[config.mk]
export PLATFORM = sky130hd
export DESIGN_NAME = uart_tx
export DESIGN_NICKNAME = d
export VERILOG_FILES = /design/src/rtl/uart_pkg.sv /design/src/rtl/uart_tx.sv
export SDC_FILE = /design/constraint.sdc
export NUM_CORES = 1
export LEC_CHECK = 0
export BUFFER_PORTS_ARGS = -buffer_cell sky130_fd_sc_hd__buf_2
export CORE_UTILIZATION = 56
export DETAILED_ROUTE_END_ITERATION = 6
export PLACE_DENSITY_LB_ADDON = 0.2
export RECOVER_POWER = 25
export SLEW_MARGIN = 25
export SYNTH_ARGS = -nofsm -noshare
export SYNTH_HDL_FRONTEND = slang
export SYNTH_SLANG_ARGS = --single-unit
[constraint.sdc]
create_clock -name clk -period 2.6 [get_ports clk]
set_input_delay 0.39 -clock clk [delete_from_list [all_inputs] [get_ports clk]]
set_output_delay 0.39 -clock clk [all_outputs]
set_load 0.01 [all_outputs]
[src/rtl/uart_pkg.sv]
// Constants and state encodings shared by the UART transmitter and receiver,
// so both directions decode identically in traces.
package uart_pkg;

    localparam int TICKS_PER_BIT = 16;
    localparam int MID_SAMPLE    = 7;
    localparam int DATA_BITS     = 8;

    typedef enum logic [2:0] {
        S_IDLE      = 3'd0,
        S_START_BIT = 3'd1,
        S_DATA_BITS = 3'd2,
        S_STOP_BIT  = 3'd3,
        S_DONE      = 3'd4
    } uart_state_e;

endpackage

[src/rtl/uart_tx.sv]
// UART transmitter (8 data bits, no parity, 1 or 2 stop bits) paced by the
// shared 16x baud tick, with a one-entry holding register in front of the shifter.
module uart_tx
    import uart_pkg::*;
#(
    parameter int STOP_BITS = 1
) (
    input  logic       clk,
    input  logic       reset,
    input  logic       tick_16x,
    input  logic       tx_start,
    input  logic [7:0] data_in,
    output logic       serial_out,
    output logic       tx_ready,
    output logic       tx_busy,
    output logic       tx_done_pulse,
    output logic [2:0] state_dbg
);

    localparam logic [3:0] TICK_LAST = 4'(TICKS_PER_BIT - 1);
    localparam logic [2:0] BIT_LAST  = 3'(DATA_BITS - 1);
    localparam logic [4:0] STOP_LAST = 5'(TICKS_PER_BIT * STOP_BITS - 1);

    generate
        if (STOP_BITS != 1 && STOP_BITS != 2) begin : g_bad_stop_bits
            $error("uart_tx: STOP_BITS must be 1 or 2");
        end
    endgenerate

    // Handshake: the producer may pulse tx_start in any cycle; the byte on
    // data_in is taken only when tx_ready (holding register empty) is high in
    // that same cycle, otherwise the request is dropped without side effects.

    uart_state_e state_q, state_d;
    logic [7:0]  hold_data_q, hold_data_d;
    logic        hold_valid_q, hold_valid_d;
    logic [7:0]  shift_q, shift_d;
    logic [3:0]  tick_cnt_q, tick_cnt_d;
    logic [2:0]  bit_idx_q, bit_idx_d;
    logic [4:0]  stop_cnt_q, stop_cnt_d;
    logic        serial_q, serial_d;

    always_ff @(posedge clk or posedge reset) begin
        if (reset) begin
            state_q      <= S_IDLE;
            hold_data_q  <= 8'h00;
            hold_valid_q <= 1'b0;
            shift_q      <= 8'h00;
            tick_cnt_q   <= 4'd0;
            bit_idx_q    <= 3'd0;
            stop_cnt_q   <= 5'd0;
            serial_q     <= 1'b1;
        end else begin
            state_q      <= state_d;
            hold_data_q  <= hold_data_d;
            hold_valid_q <= hold_valid_d;
            shift_q      <= shift_d;
            tick_cnt_q   <= tick_cnt_d;
            bit_idx_q    <= bit_idx_d;
            stop_cnt_q   <= stop_cnt_d;
            serial_q     <= serial_d;
        end
    end

    always_comb begin
        state_d      = state_q;
        hold_data_d  = hold_data_q;
        hold_valid_d = hold_valid_q;
        shift_d      = shift_q;
        tick_cnt_d   = tick_cnt_q;
        bit_idx_d    = bit_idx_q;
        stop_cnt_d   = stop_cnt_q;
        serial_d     = 1'b1;

        // Accept and unload never coincide: accept needs an empty register.
        if (tx_start && !hold_valid_q) begin
            hold_data_d  = data_in;
            hold_valid_d = 1'b1;
        end

        case (state_q)
            S_IDLE: begin
                if (hold_valid_q) begin
                    shift_d      = hold_data_q;
                    hold_valid_d = 1'b0;
                    tick_cnt_d   = 4'd0;
                    state_d      = S_START_BIT;
                end
            end
            S_START_BIT: begin
                if (tick_16x) begin
                    if (tick_cnt_q == TICK_LAST) begin
                        tick_cnt_d = 4'd0;
                        bit_idx_d  = 3'd0;
                        state_d    = S_DATA_BITS;
                    end else begin
                        tick_cnt_d = tick_cnt_q + 4'd1;
                    end
                end
            end
            S_DATA_BITS: begin
                if (tick_16x) begin
                    if (tick_cnt_q == TICK_LAST) begin
                        shift_d    = {1'b0, shift_q[7:1]};
                        tick_cnt_d = 4'd0;
                        if (bit_idx_q == BIT_LAST) begin
                            stop_cnt_d = 5'd0;
                            state_d    = S_STOP_BIT;
                        end else begin
                            bit_idx_d = bit_idx_q + 3'd1;
                        end
                    end else begin
                        tick_cnt_d = tick_cnt_q + 4'd1;
                    end
                end
            end
            S_STOP_BIT: begin
                if (tick_16x) begin
                    if (stop_cnt_q == STOP_LAST) begin
                        stop_cnt_d = 5'd0;
                        state_d    = S_DONE;
                    end else begin
                        stop_cnt_d = stop_cnt_q + 5'd1;
                    end
                end
            end
            S_DONE:  state_d = S_IDLE;
            default: state_d = S_IDLE;
        endcase

        // The line register follows the next state so it lines up with state_q.
        case (state_d)
            S_START_BIT: serial_d = 1'b0;
            S_DATA_BITS: serial_d = shift_d[0];
            default:     serial_d = 1'b1;
        endcase
    end

    assign serial_out    = serial_q;
    assign tx_ready      = ~hold_valid_q;
    assign tx_busy       = (state_q != S_IDLE);
    assign tx_done_pulse = (state_q == S_DONE);
    assign state_dbg     = state_q;

endmodule

### Yosys cells after proc, flatten, opt, wreduce, memory -nomap -nowiden

Index checks and enable logic that the tools add are counted.

| word-level totals | value |
|---|---|
| output and inout port bits | 7 |
| register bits after elaboration | 33 |
| input port bits | 12 |
| word-level logic and storage cells | 77 |

| cells by class | value |
|---|---|
| multiplexer cells | 33 |
| bitwise logic cells | 1 |
| add/subtract/negate cells | 3 |
| reduce and logical (&&, ||, !) cells | 13 |
| equality and inequality tests | 18 |

Operators with widths:

| cell | count |
|---|---|
| $mux W3 | 13 |
| $mux W5 | 5 |
| $mux W8 | 3 |
| $ne A2 B2 Y1 const B | 8 |
| $pmux W8 S2 | 1 |
| $mux W4 | 3 |
| $pmux W3 S4 | 1 |
| $pmux W5 S2 | 1 |
| $eq A3 B2 Y1 const B | 3 |
| $pmux W4 S2 | 1 |
| $reduce_bool A2 Y1 | 4 |
| $eq A3 B1 Y1 const B | 2 |
| $eq A3 B3 Y1 const B | 2 |
| $pmux W3 S2 | 1 |
| $reduce_and A6 Y1 | 1 |
| $add A5 B1 Y5 const B | 1 |
| $eq A5 B4 Y1 const B | 1 |
| $reduce_and A5 Y1 | 1 |
| $add A4 B1 Y4 const B | 1 |
| $eq A4 B4 Y1 const B | 1 |
| $reduce_and A4 Y1 | 1 |
| $add A3 B1 Y3 const B | 1 |
| $logic_not A3 Y1 | 1 |
| $mux W1 | 3 |
| 8 further kinds | 8 |

### Logic depth before layout (Yosys ltp)

| depth | value |
|---|---|
| depth in word-level cells | 7 |
| depth in mapped cells | 7 |

### Worst setup path before layout

No wires, ideal clock.

| timing path | value |
|---|---|
| path type | register -> register |
| start | reg bit_idx_q[0] |
| end | reg bit_idx_q[0] |
| clock period less this slack | 1.800 ns |
| setup slack | 0.800 ns |
| data arrival time | 1.675 ns |
| buffers on the path | 0 |
| cell stages (with the launch flop) | 7 |
| cell sequence | dfrtp_1 > ha_1 > ha_1 > or3b_2 > a21oi_1 > nand2_1 > mux2_2 |

| between the ends | value |
|---|---|
| cells in the longest elaborated chain, start to end | 5 |

Ends and longest elaborated chain:

| item | RTL line | RTL |
|---|---|---|
| start: declaration | uart_tx.sv:39 | `logic [2:0] bit_idx_q, bit_idx_d;` |
| start signal: assignment | uart_tx.sv:59 | `bit_idx_q <= bit_idx_d;` |
| $add A3 B1 Y3 | uart_tx.sv:110 | `bit_idx_d = bit_idx_q + 3'd1;` |
| $mux W3 | uart_tx.sv:106 | `if (bit_idx_q == BIT_LAST) begin` |
| $mux W3 | uart_tx.sv:103 | `if (tick_cnt_q == TICK_LAST) begin` |
| $mux W3 | uart_tx.sv:102 | `if (tick_16x) begin` |
| $pmux W3 S2 | uart_tx.sv:81 | `case (state_q)` |

Parallel ways exist; a longest one is shown, timed or not. The select of a mux whose other input is x is not followed.
A chain may end at the register's enable or synchronous reset.

### Final worst setup path

Ends and elaborated chain as after synthesis.

==> impl_metrics.json <==
{
  "start_kind": "flip-flop",
  "wl_um": 2860,
  "cts_setup_buffers": 0,
  "whs_path_depth": 2,
  "cts_tree": "yes",
  "fin_tns_setup_ps": 0,
  "drc": 0,
  "irDropWorstVdd_v": 0.000833,
  "ctsResizeCount": 0,
  "die_y_um": 55.5,
  "synth_xor_xnor_area_share_pct": 1.09,
  "antenna_left": 0,
  "track_usage_pct": 20.9,
  "ff2ff_path_depth": 6,
  "drive_gt1_share_pct": 24.3,
  "worstSetupPathType": "reg -> reg",
  "endpoint_kind": "flip-flop",
  "synth_cell_types": 41,
  "insertion_delay_ps": 340,
  "place_hpwl_um": 2010,
  "die_area_mm2": 0.00308,
  "dominantRegCellSynth": "dfrtp_1",
  "power_leakage_nw": 0.847,
  "overflow": 0,
  "switching_share_pct": 34.5,
  "skew_ps": 5.87,
  "syn_nets": 164,
  "netlist_instances": 148,
  "synth-simple-area-share_pct": 19.3,
  "placed_cell_area_mm2": 0.00170,
  "die_x_um": 55.5,
  "synth-seq-cells": 33,
  "finalHoldViolations": 0,
  "synthMuxAreaShare_pct": 6.96,
  "yosysSeqAreaShare_pct": 51.7,
  "port_buffers": 18,
  "synth_adder_area_share_pct": 3.13,
  "power_frac_seq_pct": 47.2,
  "cp_max_fo": 5,
  "grt_pass1_vias": 1157,
  "io_pins": 19,
  "power.switching_uw": 663,
  "violations": "capacitance limit, slew limit",
  "vias": 1200,
  "syn2layout_area_growth_pct": 11.2,
  "power_density_mw_per_mm2": 1080,
  "netlist_area_mm2": 0.00160,
  "routabilityCongestion": 0.725,
  "cts_sinks": 33,
  "min_path_type": "in -> reg",
  "drv_slew": 34,
  "post-route-min-period_ps": 1920,
  "multi_input_comb_area_um2": 719,
  "setup_viol": 0,
  "cts-htree-levels": 2,
  "antenna_found_initial": 0,
  "synth.avg_cell_area_um2": 10.8,
  "cap_violations": 1,
  "layout.area.seq_um2": 827,
  "tightest_slew_ps": 1710,
  "vias_per_cell": 6.00,
  "p_comb_share_pct": 32.1,
  "num_antenna_cells": 0,
  "dr.first_iter.drc_count": 31,
  "cts_hold_buf": 0,
  "synth_compound_area_share_pct": 14.5,
  "fin_area_mm2": 0.00178,
  "relSlewSlack_pct": -14.3,
  "cp.arrival_ps": 2150,
  "cts-root-buf": "clkbuf_4",
  "fillers": 207,
  "p_int_mw": 1.26,
  "coreArea_mm2": 0.00273,
  "synthArstFlopShare_pct": 100,
  "grt_max_degree": 34,
  "post-route-period-util_pct": 74.0,
  "rsz0062_at_grt": "no",
  "clk_path_buf_depth": 2,
  "final_net_count": 184,
  "drtPass1Iterations": 4,
  "clk_pin_slew_worst_paths_ps": 100,
  "status": "finished, violations left",
  "grt_pass1_wl_um": 4930,
  "cts_buffers": 5,
  "initial_core_util_pct": 58.5,
  "synth_edf_count": 0,
  "yosys_warnings": 0,
  "p_clk_share_pct": 20.7,
  "routedWlPerCell_um": 14.3,
  "synth_top_family_by_area": "simple AND/OR/NAND/NOR gates",
  "crit_required_ps": 2830,
  "fmax_ghz": 0.520,
  "rows": 19
}
==> registers in the layout (all words and copies together) (netlist names) <==
register	cells
hold_data_q	8
hold_valid_q	1
state_dbg	3
stop_cnt_q	5
serial_out	1
tick_cnt_q	4
shift_q	8
bit_idx_q	3
==> metrics by stage <==
stage	setup WS (ps)	total power [mW]	hold slack (ps)	utilization, %	instances
6_report	677	1.92	275	65.1	200
5_1_grt	555	2.07	255	65.1	200
4_1_cts	679	1.94	128	65.2	200
3_5_place_dp	700	1.53	471	62.1	192
3_3_place_gp	742	1.51	465	62.1	192
2_1_floorplan	800	1.37	446	-	148
==> path summary, 6_finish.rpt <==
path,startpoint,to,slack (ps)
setup / recovery,bit_idx_q[0],bit_idx_q[0],680
hold / removal,data_in[1],hold_data_q[1],270
setup reg to reg,bit_idx_q[0],bit_idx_q[0],680
hold reg to reg,stop_cnt_q[4],stop_cnt_q[4],500
max in group asynchronous,reset,tick_cnt_q[0],970
min in group asynchronous,reset,tick_cnt_q[1],640
==> synth_stat cells, types with 2 or more instances <==
| cell type | number | share of area, % |
|---|---|---|
| and2_1 | 2 | 0.78 |
| dfrtp_1 | 32 | 50 |
| nand3_1 | 9 | 2.8 |
| xor2_1 | 2 | 1.1 |
| nor2b_1 | 5 | 2.0 |
| a22o_1 | 4 | 2.2 |
| a21oi_1 | 5 | 1.6 |
| nor2_1 | 3 | 0.70 |
| ha_1 | 4 | 3.1 |
| inv_1 | 2 | 0.47 |
| o21ai_0 | 7 | 2.2 |
| o21a_1 | 2 | 0.94 |
| a22oi_1 | 6 | 2.8 |
| mux2_2 | 9 | 6.3 |
| nand2_1 | 24 | 5.6 |
| nor3b_1 | 4 | 1.9 |
| buf_6 | 2 | 1.4 |
| clkbuf_1 | 3 | 0.70 |
==> critical path, cell delays in order, from the launching register on <==
cell	delay [ps]
dfrtp_1	400
ha_1	210
ha_1	240
or3b_2	450
a21oi_1	150
nand2_1	100
mux2_2	270
==> kinds of logic after synthesis <==
group,count (synthesis)
AND/OR/NAND/NOR,57
AO/OA/AOI/OAI,33
flip-flops,33
multiplexers,10
buffers and inverters,9
adder cells (fa/ha/maj),4
XOR/XNOR,2
==> cell type report <==
| cell class | instances | share of cell area, % |
|---|---|---|
| Tap cell | 31 | 2.18 |
| Inverter | 2 | 0.422 |
| Clock buffer | 7 | 3.09 |
| Multi-Input combinational cell | 106 | 40.4 |
| Sequential cell | 33 | 46.5 |
| Timing Repair Buffer | 20 | 5.70 |
| Clock inverter | 1 | 1.69 |
==> power by group through the flow <==
stage | sequential, mW | clock (mW) | combinational [mW]
2_1_floorplan | 0.852 | 0 | 0.514
3_3_place_gp | 0.905 | 0 | 0.603
3_5_place_dp | 0.917 | 0 | 0.615
4_1_cts | 0.906 | 0.411 | 0.621
5_1_grt | 0.935 | 0.434 | 0.702
6_report | 0.906 | 0.397 | 0.616
==> placed cells by master, fill, tap and decap left out, drive strengths merged, types with 2 or more instances in the layout <==
cell,n
a21oi,5
a22o,4
a22oi,6
and2,3
buf,19
clkbuf,8
dfrtp,32
ha,4
inv,2
mux2,9
nand2,24
nand3,9
nor2,3
nor2b,5
nor3b,4
o21a,2
o21ai,7
xor2,2
==> metal layers <==
layer	up-vias	global-route usage, %	part of all wire (%)
met5	-	0	0
met3	5	4.92	4.7
met2	28	33.7	48
met1	588	26.4	46
li1	579	-	-
met4	0	10.4	1.2
Note: power is estimated with default switching activity, not from simulation.
